## src/rtl/posit8_1_encoder.sv

```systemverilog
// posit<8,1> encoder: 3-stage pipeline turning (sign, regime, exponent, fraction) into a posit word.
// Define POSIT_ENC_ROUND_EN for round-to-nearest-even; otherwise the body is truncated.
module posit8_1_encoder (
  input  logic       clk,
  input  logic       rst,
  input  logic       in_valid,
  output logic       in_ready,
  input  logic       in_sign,
  input  logic [3:0] in_regi,
  input  logic       in_expo,
  input  logic [3:0] in_frac,
  input  logic       in_zero,
  input  logic       in_nar,
  output logic       out_valid,
  input  logic       out_ready,
  output logic [7:0] out_posit,
  output logic       out_sat
);

  // All stages advance together; the only stall source is a held output word.
  logic advance;
  assign in_ready = ~out_valid | out_ready;
  assign advance  = in_ready;

  // S1: regime run, terminator, exponent and fraction, left-justified in 12 bits
  logic [3:0]  shamt;
  logic [11:0] run_mask;
  logic [11:0] body12;
  logic        sat_hi, sat_lo;

  always_comb begin
    shamt    = in_regi[3] ? (4'd0 - in_regi) : (in_regi + 4'd1);
    run_mask = ~(12'hFFF >> shamt);
    if (in_regi[3]) begin
      body12 = {1'b1, in_expo, in_frac, 6'b0} >> shamt;
    end else begin
      body12 = ({1'b0, in_expo, in_frac, 6'b0} >> shamt) | run_mask;
    end
    sat_hi = (in_regi == 4'b0111);
    sat_lo = (in_regi == 4'b1001) || (in_regi == 4'b1000);
  end

  logic       s1_valid_q, s1_sign_q, s1_guard_q, s1_sticky_q;
  logic       s1_zero_q, s1_nar_q, s1_sat_hi_q, s1_sat_lo_q;
  logic [6:0] s1_body_q;

  // S2: round (optional) and saturate out-of-range regimes
  logic [6:0] s2_body_d;
  logic       s2_sat_d;

  always_comb begin
    s2_body_d = s1_body_q;
    s2_sat_d  = 1'b0;
`ifdef POSIT_ENC_ROUND_EN
    if (s1_guard_q & (s1_sticky_q | s1_body_q[0])) begin
      s2_body_d = s1_body_q + 7'd1;
      // A wrapped body would read as zero/NaR; pin it at maxpos instead.
      if (s2_body_d == 7'd0) s2_body_d = 7'h7F;
    end
`endif
    if (s1_sat_hi_q) begin
      s2_body_d = 7'h7F;
      s2_sat_d  = 1'b1;
    end else if (s1_sat_lo_q) begin
      s2_body_d = 7'h01;
      s2_sat_d  = 1'b1;
    end
    if (s1_zero_q | s1_nar_q) s2_sat_d = 1'b0;
  end

`ifndef POSIT_ENC_ROUND_EN
  logic unused_round;
  assign unused_round = s1_guard_q ^ s1_sticky_q;
`endif

  logic       s2_valid_q, s2_sign_q, s2_sat_q, s2_zero_q, s2_nar_q;
  logic [6:0] s2_body_q;

  // S3: special values and sign negation
  logic [7:0] out_posit_d;

  always_comb begin
    out_posit_d = {1'b0, s2_body_q};
    if (s2_nar_q) begin
      out_posit_d = 8'h80;
    end else if (s2_zero_q) begin
      out_posit_d = 8'h00;
    end else if (s2_sign_q) begin
      out_posit_d = 8'd0 - {1'b0, s2_body_q};
    end
  end

  always_ff @(posedge clk) begin
    if (rst) begin
      s1_valid_q  <= 1'b0;
      s1_sign_q   <= 1'b0;
      s1_body_q   <= 7'd0;
      s1_guard_q  <= 1'b0;
      s1_sticky_q <= 1'b0;
      s1_zero_q   <= 1'b0;
      s1_nar_q    <= 1'b0;
      s1_sat_hi_q <= 1'b0;
      s1_sat_lo_q <= 1'b0;
      s2_valid_q  <= 1'b0;
      s2_sign_q   <= 1'b0;
      s2_body_q   <= 7'd0;
      s2_sat_q    <= 1'b0;
      s2_zero_q   <= 1'b0;
      s2_nar_q    <= 1'b0;
      out_valid   <= 1'b0;
      out_posit   <= 8'h00;
      out_sat     <= 1'b0;
    end else if (advance) begin
      s1_valid_q  <= in_valid;
      s1_sign_q   <= in_sign;
      s1_body_q   <= body12[11:5];
      s1_guard_q  <= body12[4];
      s1_sticky_q <= |body12[3:0];
      s1_zero_q   <= in_zero;
      s1_nar_q    <= in_nar;
      s1_sat_hi_q <= sat_hi;
      s1_sat_lo_q <= sat_lo;
      s2_valid_q  <= s1_valid_q;
      s2_sign_q   <= s1_sign_q;
      s2_body_q   <= s2_body_d;
      s2_sat_q    <= s2_sat_d;
      s2_zero_q   <= s1_zero_q;
      s2_nar_q    <= s1_nar_q;
      out_valid   <= s2_valid_q;
      if (s2_valid_q) begin
        out_posit <= out_posit_d;
        out_sat   <= s2_sat_q;
      end
    end
  end

endmodule

```

## config.mk

```make
export PLATFORM = sky130hd
export DESIGN_NAME = posit8_1_encoder
export DESIGN_NICKNAME = d
export VERILOG_FILES = /design/src/rtl/posit8_1_encoder.sv
export SDC_FILE = /design/constraint.sdc
export NUM_CORES = 1
export LEC_CHECK = 0
export ABC_AREA = 0
export CAP_MARGIN = 20
export CORE_AREA = 2 2 69 71
export CTS_CLUSTER_SIZE = 20
export DETAILED_ROUTE_END_ITERATION = 10
export DIE_AREA = 0 0 71 73
export GPL_ROUTABILITY_DRIVEN = 0
export PLACE_DENSITY = 0.67
export SYNTH_ARGS = -nofsm -noshare
export SYNTH_HDL_FRONTEND = slang
export SYNTH_SLANG_ARGS = --single-unit
```

## constraint.sdc

```tcl
create_clock -name clk -period 4 [get_ports clk]
set_input_delay 0.4 -clock clk [delete_from_list [all_inputs] [get_ports clk]]
set_output_delay 0.4 -clock clk [all_outputs]
set_load 0.005 [all_outputs]
```

# ---- Yosys cells after proc, flatten, opt, wreduce, memory -nomap -nowiden
# Index checks and enable logic that the tools add are counted.
dict set report word_totals {
  out_inout_bits 11
  register_bits 35
  in_bits 16
  word_cells 42
}
dict set report op_classes {
  n_shift 3
  muxes 10
  n_addsub 3
  n_reduce_logical 2
  eq_ne 3
  n_bitwise 5
}
# operator n
set op_table {}
lappend op_table {{two-way mux 8 bit} 3}
lappend op_table {{two-way mux 7 bit} 2}
lappend op_table {{two-way mux 12 bit} 1}
lappend op_table {{inverter 12 bit} 1}
lappend op_table {{OR 12 bit} 1}
lappend op_table {{>> shifter 11 x 4 -> 12 bit} 1}
lappend op_table {{>> shifter 12 x 4 -> 12 bit} 1}
lappend op_table {{>> shifter 12 x 4 -> 12 bit, first input constant} 1}
lappend op_table {{equality test 4 bit, second input constant} 2}
lappend op_table {{subtractor 1 x 7 -> 8 bit, first input constant} 1}
lappend op_table {{adder 4 x 1 -> 4 bit, second input constant} 1}
lappend op_table {{equality test 4 x 3 -> 1 bit, second input constant} 1}
lappend op_table {{two-way mux 4 bit} 1}
lappend op_table {{subtractor 1 x 4 -> 4 bit, first input constant} 1}
lappend op_table {{two-way mux 1 bit} 3}
lappend op_table {{OR 1 bit} 2}
lappend op_table {{AND reduction 2 bit} 1}
lappend op_table {{logical OR 1 bit} 1}
lappend op_table {{inverter 1 bit} 1}

# ---- Logic depth before layout (Yosys ltp)
dict set report depth {
  ltp_word 6
  depth_mapped 10
  depth_no_buf 7
}

# ---- Least setup slack after synthesis
# OpenSTA, ideal clock, no wires.
dict set report synth_path {
  path_type {input to register}
  start {input in_regi[0]}
  end {register s1_body_q[2]}
  slack_ns 1.848
  setup_time_ns 0.134
  t_required_ns 3.866
  n_path_buf 2
  stages 7
  arrival_time_ns 2.018
  path_cell_list {buf_6 -> buf_2 -> inv_1 -> ha_1 -> mux4_2 -> a2111oi_2 -> a2111oi_2}
}
dict set report synth_via {
  elab_chain_len 6
  word_cells_on_any_way 9
  classes_between {2 x add/sub; 3 x shift; 2 x mux; 2 x bitwise}
}
# item line_no
set synth_lines {}
lappend synth_lines {{from (decl)} 9} ;# input logic [3:0] in_regi,
lappend synth_lines {{adder 4 x 1 -> 4 bit / subtractor 1 x 4 -> 4 bit (equally long branches)} 32} ;# shamt = in_regi[3] ? (4'd0 - in_regi) : (in_regi + 4'd1);
lappend synth_lines {{two-way mux 4 bit *} 32}
lappend synth_lines {{>> shifter 12 x 4 -> 12 bit} 33} ;# run_mask = ~(12'hFFF >> shamt);
lappend synth_lines {{inverter 12 bit} 33}
lappend synth_lines {{OR 12 bit} 37} ;# body12 = ({1'b0, in_expo, in_frac, 6'b0} >> shamt) | run_mask;
lappend synth_lines {{two-way mux 12 bit *} 34} ;# if (in_regi[3]) begin
lappend synth_lines {{to (signal assigned)} 116} ;# s1_body_q <= body12[11:5];
lappend synth_lines {{to (decl)} 45} ;# logic [6:0] s1_body_q;
# Mark *: on every way between the ends. The rest lies on a longest branch, timed or not.
# A chain may end at the register's enable or synchronous reset.

# ---- Worst setup path after layout
# Same ends and word-level chain as after synthesis.

==> qor.log <==
[outcome] result of the run finished, final reports clean
[flow_run] maximum capacitance violations 0
[grt] grt met1 use 18.0%
[logic_synthesis] biggest area contributors in the synthesized netlist sky130_fd_sc_hd__dfxtp_1 (36%), sky130_fd_sc_hd__nand2_1 (5.6%), sky130_fd_sc_hd__a21oi_1 (4.9%)
[logic_synthesis] Mapped Area 1950 µm²
[logic_synthesis] async set-reset flop share out of synthesis 0%
[routing] via count 1,679
[grt] met3 Resource Use GR 3.31%
[routing] detailed router's first-iteration violation count 95
[grt] number of antenna violations at the first check in global routing 0
[clock_network] worst-skew pair later-pin latency 0.28 ns
[grt] maximum number of pins on one net before global-route repair 23
[critical_path] Critical-path top delay cell sky130_fd_sc_hd__ha_1
[sta] Slew headroom 46.3%
[clock_network] maximum root-to-sink buffer count 2
[clock_network] count of hold buffers inserted by post-cts repair 0
[critical_path] Stages on worst setup path 7
[logic_synthesis] register area share after synthesis 35.9%
[sta] period utilization 68.5%
[worst_hold_path] class of the tightest hold or removal check reg2reg
[routing] post-detailed-route DRC marker count 0
[cells_and_area] number of nets at the end of the flow 277
[routing] routed via count divided by cell count 5.42
[critical_path] largest stage delay on the critical path 0.65 ns
[worst_hold_path] Hold Path Stages 2
[die] Ports 27
[grt] global route total overflow 0
[routing] router iterations before antenna repair 4
[cells_and_area] final core utilization 50.5%
[logic_synthesis] number of enable flip-flop cells after synthesis 0
[power_and_ir_drop] worst vdd rail ir drop 0.108 mV
[die] Die Area 5180 µm²
[logic_synthesis] most used standard cell by instance count after synthesis sky130_fd_sc_hd__dfxtp_1
[critical_path] crit-path leading delay family buffers and inverters
[die] vertical extent of the die 73 µm
[logic_synthesis] register bit count reported by yosys 35
[critical_path] Worst EP required 4.13 ns
[routing] total wirelength of the detailed-routed design 3810 µm
[logic_synthesis] Synth Net Count 259
[grt] wire length of the first global-routing pass 6400 µm
[die] placeable core region 4540 µm²
[die] number of placement rows 25
[logic_synthesis] Synth Warn # 0
[sta] worst clock skew 0.00235 ns
[sta] final period demand of the worst path 2.74 ns
[logic_synthesis] mean cell area of the mapped netlist 8.17 µm²
[critical_path] crit path max fanout 21
[clock_network] number of buffers inserted to repair setup after CTS 0
[logic_synthesis] main flop type after synthesis sky130_fd_sc_hd__dfxtp_1
[clock_network] sinks on the clock net 35
[critical_path] worst r2r path cells 7
[cells_and_area] number of fillers in the final layout 434
[logic_synthesis] post-synth top area share 35.9%
[sta] f_max 365 MHz
[logic_synthesis] largest area contributor in the netlist sky130_fd_sc_hd__dfxtp_1
[critical_path] arrival time at the worst endpoint 2.87 ns
[routing] wire length per cell 12.3 µm
[logic_synthesis] number of distinct library cells after synthesis 56
[power_and_ir_drop] power per cell area 335 nW/µm²
[critical_path] element type at the critical path end flop
[cells_and_area] Antenna diodes 0
[die] initial core utilization 43.0%
[grt] GRT met2 Usage 27.2%
[sta] number of hold violations in the final report 0
[placement] Detailed Place HPWL 2750 µm
[cells_and_area] area overhead of the layout relative to synthesis 17.2%
[clock_network] clock buffer count from CTS 5
[grt] global routing's busiest layer met2
[routing] count of nets left with antenna violations after detail routing 0
[clock_network] CTS tree yes
[sta] RSZ-0062 raised after global routing false
[sta] final count of pins violating max slew 0
[critical_path] buffers and inverters on the worst path 3
[critical_path] CP cell instances clkdlybuf4s50_1, buf_4, inv_1, ha_1, mux4_2, a2111oi_2, a2111oi_2
[cells_and_area] layout cell share with drive strength beyond 1 8.59%
[logic_synthesis] leading post-synthesis cells by instance count sky130_fd_sc_hd__dfxtp_1 (35), sky130_fd_sc_hd__nand2_1 (29), sky130_fd_sc_hd__nor2_1 (22)
[power_and_ir_drop] static leakage power 0.842 nW
[sta] Sum Neg Setup Slack 0 ns
[clock_network] post-CTS sizing 0
[grt] via count of the first global-routing pass 1,392
[logic_synthesis] post-synthesis instance total 239
[critical_path] kind of critical path in2reg
[critical_path] Worst setup SP type primary input
[die] DIE WIDTH 71 µm
[clock_network] clock-pin slew of the registers on the worst-case setup and hold paths 0.06 ns
[clock_network] cell at the root of the clock tree sky130_fd_sc_hd__clkbuf_8
[clock_network] maximum level of the CTS H-tree 2
[sta] final-report setup violation count 0
[critical_path] Critical Path Most Common Cell sky130_fd_sc_hd__a2111oi_2
[placement] count of buffers inserted at the top-level ports 26
[sta] Least-Margin Pin Slew 0.804 ns
[grt] aggregate global-route resource usage 15.4%
==> through the flow <==
| stage | setup WS [ns] | hold slack (ns) | total power (W) | cells | area, µm² |
|---|---|---|---|---|---|
| finish | 1.26 | 0.450 | 0.000766 | 310 | 2290 |
| global route | 1.12 | 0.467 | 0.000805 | 310 | 2290 |
| CTS | 1.26 | 0.454 | 0.000773 | 310 | 2290 |
| detailed placement | 0.961 | 0.445 | 0.000548 | 304 | 2220 |
| global placement | 1.01 | 0.439 | 0.000546 | 304 | 2220 |
| floorplan | 1.85 | 0.432 | 0.000506 | 239 | 1950 |
==> routing by layer <==
layer	up-vias	routed length [µm]	share of wire, %
met2	24	1840	48
met1	754	1770	47
met3	8	114	3.0
li1	893	-	-
met4	0	79	2.1
met5	-	0	0
==> worst paths after layout <==
check,slack (ns),endpoint,from
max,1.26,s1_body_q[2],in_regi[0]
min reg2reg,0.45,out_sat,out_sat
max reg2reg,2.38,out_posit[6],s2_body_q[0]
min,0.45,out_sat,out_sat
==> tightest hold or removal path, stage by stage (launching register included) <==
cell                      delay (ns)
sky130_fd_sc_hd__dfxtp_1        0.31
sky130_fd_sc_hd__nand2_1        0.05
sky130_fd_sc_hd__a21oi_1        0.05
==> state kept, by name (all words and copies together) (netlist names) <==
name         cells
s1_sat_hi_q      1
s2_zero_q        1
s1_valid_q       1
s1_zero_q        1
s1_sign_q        1
s1_nar_q         1
s2_body_q        7
s1_body_q        7
s2_nar_q         1
out_sat          1
s2_valid_q       1
s2_sign_q        1
out_posit        8
s1_sat_lo_q      1
s2_sat_q         1
out_valid        1
==> cell type report <==
class / count / area [µm²] / share of cell area (%)
multi-input combinational: 172 / 1100 / 48.3
sequential: 35 / 701 / 30.6
timing repair buffer: 31 / 298 / 13.0
clock buffer: 6 / 72.6 / 3.17
tap: 54 / 67.6 / 2.95
inverter: 12 / 45.0 / 1.97
==> kinds of logic (layout without fill, tap and decap cells) <==
logic type	after synthesis	in the layout	synth area share [%]
and+or+nand+nor	79	79	19.1
adders and majority gates	5	5	3.08
muxes	6	6	4.62
AOI/OAI and AO/OA	75	75	26.3
buffers and inverters	32	49	7.50
DFF	35	35	35.9
xor gates and xnor gates	7	7	3.53
==> power breakdown <==
| group | switching [W] | internal, W |
|---|---|---|
| combinational | 0.0000783 | 0.0000754 |
| clock | 0.000111 | 0.000116 |
| sequential | 0.0000161 | 0.000370 |
==> placed cells by master, fill, tap and decap left out, types with 2 or more instances in the layout <==
master                             n
sky130_fd_sc_hd__inv_1            11
sky130_fd_sc_hd__clkbuf_8          5
sky130_fd_sc_hd__nand2_1          29
sky130_fd_sc_hd__o21ai_0          14
sky130_fd_sc_hd__dfxtp_1          35
sky130_fd_sc_hd__buf_4             5
sky130_fd_sc_hd__nand3b_1          2
sky130_fd_sc_hd__o31a_1            2
sky130_fd_sc_hd__a2111oi_2         2
sky130_fd_sc_hd__a22oi_1           7
sky130_fd_sc_hd__o21ai_1           2
sky130_fd_sc_hd__xnor2_1           5
sky130_fd_sc_hd__nor3_1            7
sky130_fd_sc_hd__clkdlybuf4s50_1  26
sky130_fd_sc_hd__ha_1              4
sky130_fd_sc_hd__nand2b_1          3
sky130_fd_sc_hd__nor4_1            3
sky130_fd_sc_hd__o211ai_1          2
sky130_fd_sc_hd__nand3_1           2
sky130_fd_sc_hd__and3_1            2
sky130_fd_sc_hd__a21oi_1          19
sky130_fd_sc_hd__o22ai_1           7
sky130_fd_sc_hd__nor2_1           22
sky130_fd_sc_hd__a211oi_1          6
sky130_fd_sc_hd__mux2i_1           3
Power figures use the tool's default switching activity.
